$ cat src/rtl/store_buffer_fwd_unit.sv
// Posted-write store buffer between MEM and data memory. Stores drain in FIFO order in the
// background, and loads that the buffered bytes fully cover are forwarded from the buffer.
module store_buffer_fwd_lane #(
    parameter int DEPTH = 4
) (
    input  logic [DEPTH-1:0]      hit,
    input  logic [DEPTH-1:0][7:0] data,
    output logic                  sel,
    output logic [7:0]            fwd_byte
);
    // hit/data are age-ordered (index 0 = oldest), so the last hit wins
    always_comb begin
        sel      = 1'b0;
        fwd_byte = '0;
        for (int i = 0; i < DEPTH; i++) begin
            if (hit[i]) begin
                sel      = 1'b1;
                fwd_byte = data[i];
            end
        end
    end
endmodule

module store_buffer_fwd_unit #(
    parameter int DEPTH = 4
) (
    input  logic        CLK,
    input  logic        RESET,
    input  logic        MEM_MEM_WRITE,
    input  logic        MEM_MEM_READ,
    input  logic [2:0]  MEM_FUNCT3,
    input  logic [31:0] MEM_ADDR,
    input  logic [31:0] MEM_WRITE_DATA,
    output logic        MEM_FWD_SEL,
    output logic [31:0] MEM_FWD_DATA,
    output logic        BUF_STALL,
    output logic        BUF_EMPTY,
    output logic        DMEM_WRITE,
    output logic [31:0] DMEM_ADDR,
    output logic [31:0] DMEM_WRITE_DATA,
    output logic [3:0]  DMEM_BYTE_EN,
    input  logic        DMEM_BUSYWAIT
);
    localparam int AW = $clog2(DEPTH);

    typedef enum logic {IDLE, WRITE} state_t;

    logic [DEPTH-1:0][29:0] ent_addr;
    logic [DEPTH-1:0][31:0] ent_data;
    logic [DEPTH-1:0][3:0]  ent_mask;
    logic [DEPTH-1:0]       ent_vld;
    logic [AW-1:0]          head, tail;
    logic [AW:0]            count;
    state_t                 state, state_nxt;

    logic [3:0]  acc_mask;
    logic [31:0] acc_lane;
    logic [1:0]  acc_off;
    logic        full, enq, retire, covered, partial;

    // Access decode shared by stores (mask + lane data) and loads (required mask + offset)
    always_comb begin
        acc_mask = 4'b1111;
        acc_lane = MEM_WRITE_DATA;
        acc_off  = 2'b00;
        case (MEM_FUNCT3[1:0])
            2'b00: begin
                acc_mask = 4'b0001 << MEM_ADDR[1:0];
                acc_lane = {4{MEM_WRITE_DATA[7:0]}};
                acc_off  = MEM_ADDR[1:0];
            end
            2'b01: begin
                acc_mask = MEM_ADDR[1] ? 4'b1100 : 4'b0011;
                acc_lane = {2{MEM_WRITE_DATA[15:0]}};
                acc_off  = {MEM_ADDR[1], 1'b0};
            end
            default: ;
        endcase
    end

    logic [DEPTH-1:0]           age_match;
    logic [3:0][DEPTH-1:0]      lane_hit;
    logic [3:0][DEPTH-1:0][7:0] lane_byte;
    logic [3:0]                 got;
    logic [31:0]                fwd_word, fwd_shift;

    always_comb begin
        age_match = '0;
        lane_hit  = '0;
        lane_byte = '0;
        for (int i = 0; i < DEPTH; i++) begin
            age_match[i] = ent_vld[head + AW'(i)] && (ent_addr[head + AW'(i)] == MEM_ADDR[31:2]);
            for (int b = 0; b < 4; b++) begin
                lane_hit[b][i]  = age_match[i] & ent_mask[head + AW'(i)][b];
                lane_byte[b][i] = ent_data[head + AW'(i)][8*b +: 8];
            end
        end
    end

    for (genvar b = 0; b < 4; b++) begin : g_lane
        store_buffer_fwd_lane #(.DEPTH(DEPTH)) u_lane (
            .hit      (lane_hit[b]),
            .data     (lane_byte[b]),
            .sel      (got[b]),
            .fwd_byte (fwd_word[8*b +: 8])
        );
    end

    assign covered   = ((got & acc_mask) == acc_mask);
    assign partial   = MEM_MEM_READ && (|(got & acc_mask)) && !covered;
    assign full      = (count == (AW+1)'(DEPTH));
    assign BUF_STALL = (MEM_MEM_WRITE && full) || partial;
    assign BUF_EMPTY = (count == '0);
    assign enq       = MEM_MEM_WRITE && !BUF_STALL;
    assign retire    = (state == WRITE) && !DMEM_BUSYWAIT;
    assign fwd_shift = fwd_word >> {acc_off, 3'b000};

    always_comb begin
        MEM_FWD_SEL  = MEM_MEM_READ && covered;
        MEM_FWD_DATA = '0;
        if (MEM_FWD_SEL) begin
            case (MEM_FUNCT3)
                3'b000:  MEM_FWD_DATA = {{24{fwd_shift[7]}}, fwd_shift[7:0]};
                3'b001:  MEM_FWD_DATA = {{16{fwd_shift[15]}}, fwd_shift[15:0]};
                3'b100:  MEM_FWD_DATA = {24'b0, fwd_shift[7:0]};
                3'b101:  MEM_FWD_DATA = {16'b0, fwd_shift[15:0]};
                default: MEM_FWD_DATA = fwd_shift;
            endcase
        end
    end

    always_ff @(posedge CLK or posedge RESET) begin
        if (RESET) begin
            head    <= '0;
            tail    <= '0;
            count   <= '0;
            ent_vld <= '0;
            state   <= IDLE;
        end else begin
            state <= state_nxt;
            if (enq) begin
                ent_vld[tail] <= 1'b1;
                tail          <= tail + AW'(1);
            end
            if (retire) begin
                ent_vld[head] <= 1'b0;
                head          <= head + AW'(1);
            end
            case ({enq, retire})
                2'b10:   count <= count + (AW+1)'(1);
                2'b01:   count <= count - (AW+1)'(1);
                default: ;
            endcase
        end
    end

    // Payload needs no reset: it is only observed through ent_vld or the WRITE state
    always_ff @(posedge CLK) begin
        if (enq) begin
            ent_addr[tail] <= MEM_ADDR[31:2];
            ent_data[tail] <= acc_lane;
            ent_mask[tail] <= acc_mask;
        end
    end

    always_comb begin
        state_nxt = state;
        case (state)
            IDLE:  if (count != '0 && !MEM_MEM_READ) state_nxt = WRITE;
            WRITE: if (!DMEM_BUSYWAIT) state_nxt = IDLE;
            default: state_nxt = IDLE;
        endcase
    end

    always_comb begin
        DMEM_WRITE      = (state == WRITE);
        DMEM_ADDR       = '0;
        DMEM_WRITE_DATA = '0;
        DMEM_BYTE_EN    = '0;
        if (DMEM_WRITE) begin
            DMEM_ADDR       = {ent_addr[head], 2'b00};
            DMEM_WRITE_DATA = ent_data[head];
            DMEM_BYTE_EN    = ent_mask[head];
        end
    end
endmodule

$ cat config.mk
export PLATFORM = sky130hd
export DESIGN_NAME = store_buffer_fwd_unit
export DESIGN_NICKNAME = d
export VERILOG_FILES = /design/src/rtl/store_buffer_fwd_unit.sv
export SDC_FILE = /design/constraint.sdc
export NUM_CORES = 1
export LEC_CHECK = 0
export ABC_AREA = 1
export CORE_UTILIZATION = 64
export CTS_CLUSTER_DIAMETER = 60
export DETAILED_ROUTE_END_ITERATION = 6
export HOLD_SLACK_MARGIN = 0.05
export PLACE_DENSITY = 0.94
export RECOVER_POWER = 50
export SKIP_CTS_REPAIR_TIMING = 1
export SLEW_MARGIN = 30
export SYNTH_ARGS = -nofsm -noshare
export SYNTH_HDL_FRONTEND = slang
export SYNTH_HIERARCHICAL = 1
export SYNTH_SLANG_ARGS = --single-unit
$ cat constraint.sdc
create_clock -name CLK -period 8.4 [get_ports CLK]
set_input_delay 1.68 -clock CLK [delete_from_list [all_inputs] [get_ports CLK]]
set_output_delay 1.68 -clock CLK [all_outputs]
set_load 0.03 [all_outputs]
==> flow_summary.json <==
{
  "clkPwrFrac_pct": 16.2,
  "port-buffer-count": 173,
  "clock_latency_ps": 530,
  "slew_violations": 0,
  "rows": 64,
  "syn2layout_area_growth_pct": 13.6,
  "clock_path_buffers": 3,
  "nFillCells": 2233,
  "fin_setup_tns_ps": 0,
  "numCtsBuffers": 35,
  "ys_seq_area_share_pct": 41.5,
  "switching_share_pct": 52.2,
  "ios": 176,
  "place_inst": 3204,
  "path_clk_slew_ps": 60,
  "hpwl_mm": 43.5,
  "grt-ovfl-total": 0,
  "worstMarginPinSlew_ps": 1360,
  "yosys_most_used_dff": "edfxtp_1",
  "cts_htree_levels": 2,
  "violations": "DRC",
  "viasPerCell": 6.24,
  "pwr_density_cell_nw_per_um2": 409,
  "synthesis.area_sq_um": 19800,
  "grt_pass1_wl_mm": 99.1,
  "postPlaceCellArea_sq_um": 21400,
  "status": "finished with violations",
  "drt_first_iter_violations": 3390,
  "critPathSlowestCell": "nor2_1",
  "antenna_left": 0,
  "max_freq_mhz": 125,
  "worst_ir_drop_vdd_mv": 0.462,
  "coreArea_sq_um": 30500,
  "p_comb_share_pct": 62.4,
  "cts_num_sinks": 276,
  "setup_violations": 0,
  "cp.required_ps": 6720,
  "rsz0062_at_grt": "false",
  "skew_ps": 28.2,
  "setup_ws_ps": 405,
  "cp_max_fo": 125,
  "slew-limit-headroom_pct": 8.89,
  "setup.worst_path.end_class": "primary output",
  "worstSetupPathType": "reg2out",
  "cp.arrival_ps": 6320,
  "fin_crit_ps": 8000,
  "gp_congestion": 1.05,
  "grt_max_degree": 175,
  "dieArea_sq_um": 31700,
  "drt_wl_total_mm": 65.7,
  "initial_core_util_pct": 64.9,
  "fin_area_sq_um": 22500,
  "num_vias": 20400,
  "cts_root_buf": "clkbuf_16",
  "ys_seq_elements": 276,
  "mostFrequentLayoutCell": "nand2_1",
  "ys_types": 32,
  "final_cell_mix": "nand2_1 (996), nand3_1 (425), edfxtp_1 (264)",
  "cpMostUsedCell": "nand2_1",
  "die_h_um": 178,
  "grt_pass1_vias": 18800,
  "async_flop_share_pct": 4.35,
  "p_int_mw": 4.40,
  "first_pass_iters": 7,
  "drive_above_1_share_pct": 4.49,
  "wl_per_cell_um": 20.1,
  "seqPwrFrac_pct": 21.4,
  "fin_hold_ws_ps": 518,
  "die_w_um": 178,
  "pre_cts_slack_ps": 863,
  "fin_nets": 2928,
  "yosysWarnings": 6,
  "hold_path.class": "reg2reg",
  "synth-edff-count": 264,
  "critPathLaunchType": "register",
  "cpPeakStageDelay_ps": 690,
  "antenna_found_initial": 6,
  "p_switching_mw": 4.80,
  "final_cells": 3271,
  "syn_avg_cell_area_sq_um": 7.18,
  "drc": 17,
  "syn_inst": 2759,
  "min_period_over_period_pct": 95.2,
  "leakage_nw": 10.5,
  "hold_viol": 0,
  "grtUsageTotal_pct": 40.9,
  "cap_violations": 0,
  "cts_tree": "built"
}
[critical path: cells and delay by family, from the launching register on]
kind	cells	cell delay [ps]
AO/OA/AOI/OAI	2	320
buffers and inverters	6	1860
flip-flops	1	420
AND/OR/NAND/NOR	20	3050
[final timing paths]
check	cells after the start	slack, ps	to	start
setup / recovery	28	400	MEM_FWD_DATA[17]	head[0]
hold / removal	1	520	count[0]	count[0]
setup reg to reg	23	1900	ent_data[76]	head[0]
hold reg to reg	1	520	count[0]	count[0]
max in group asynchronous	2	6390	head[0]	RESET
min in group asynchronous	2	1640	DMEM_WRITE	RESET
[per-layer routing]
layer / up-vias / wire length (um) / GRT usage (%)
met3: 319 / 8110 / 7.24
met4: 2 / 4350 / 25.4
li1: 9306 / - / -
met2: 1562 / 29700 / 64.5
met5: - / 12 / 0
met1: 9227 / 23500 / 52.2
[synthesized netlist by cell type (2+ instances only)]
cell / count / area [sq um]
nor2_1: 244 / 916
xnor2_1: 2 / 17.5
edfxtp_1: 264 / 7930
o211ai_1: 18 / 135
clkinv_1: 2 / 7.51
a21boi_0: 4 / 30.0
ha_1: 9 / 113
nand3_2: 2 / 20.0
nand2_2: 4 / 25.0
buf_2: 49 / 245
buf_6: 25 / 282
inv_1: 217 / 815
inv_2: 15 / 56.3
mux2i_1: 128 / 1280
dfrtp_1: 12 / 300
nor2_4: 2 / 22.5
o21ai_1: 2 / 10.0
nor3_1: 2 / 10.0
xor2_1: 6 / 52.6
nand3_1: 423 / 2120
buf_4: 13 / 97.6
nand3b_1: 2 / 15.0
o21ai_0: 185 / 926
buf_1: 21 / 78.8
a21oi_1: 51 / 255
clkbuf_1: 40 / 150
nand2_1: 994 / 3730
nand4_1: 19 / 119
[state kept, by name, indices dropped and copies added (netlist names)]
name and count:
DMEM_WRITE 1, ent_addr 120, count 3, head 2, ent_data 128, ent_vld 4, tail 2, ent_mask 16
[kinds of logic after synthesis]
logic type,after synthesis,synth area share [%]
AO/OA/AOI/OAI,261,6.89
other,1,0.0189
flip-flops,276,41.5
adder cells (fa/ha/maj),10,0.670
buffers and inverters,382,8.74
multiplexers,128,6.47
XOR/XNOR,8,0.354
AND/OR/NAND/NOR,1693,35.3
[power groups by stage]
stage / registers [mW] / logic (mW) / clock network (mW)
after CTS: 1.96 / 5.58 / 1.48
after floorplan: 1.96 / 3.96 / 0
after global routing: 1.99 / 6.21 / 1.53
after global placement: 1.96 / 5.37 / 0
after detailed placement: 1.99 / 5.52 / 0
final: 1.97 / 5.75 / 1.49
[final cells by class]
class	count	area (sq um)	area share (%)
Antenna cell	4	10.0	0.0445
Clock buffer	42	922	4.10
Clock inverter	20	195	0.868
Inverter	234	890	3.96
Multi-Input combinational cell	2102	9840	43.7
Sequential cell	276	8230	36.6
Tap cell	396	495	2.20
Timing Repair Buffer	197	1910	8.47
[metrics by stage]
stage | total power, mW | util [%]
floorplan | 5.92 | -
global placement | 7.33 | 70.0
detailed placement | 7.51 | 70.0
CTS | 9.02 | 73.7
global route | 9.73 | 73.7
finish | 9.20 | 73.7
(Power assumes the default switching activity.)
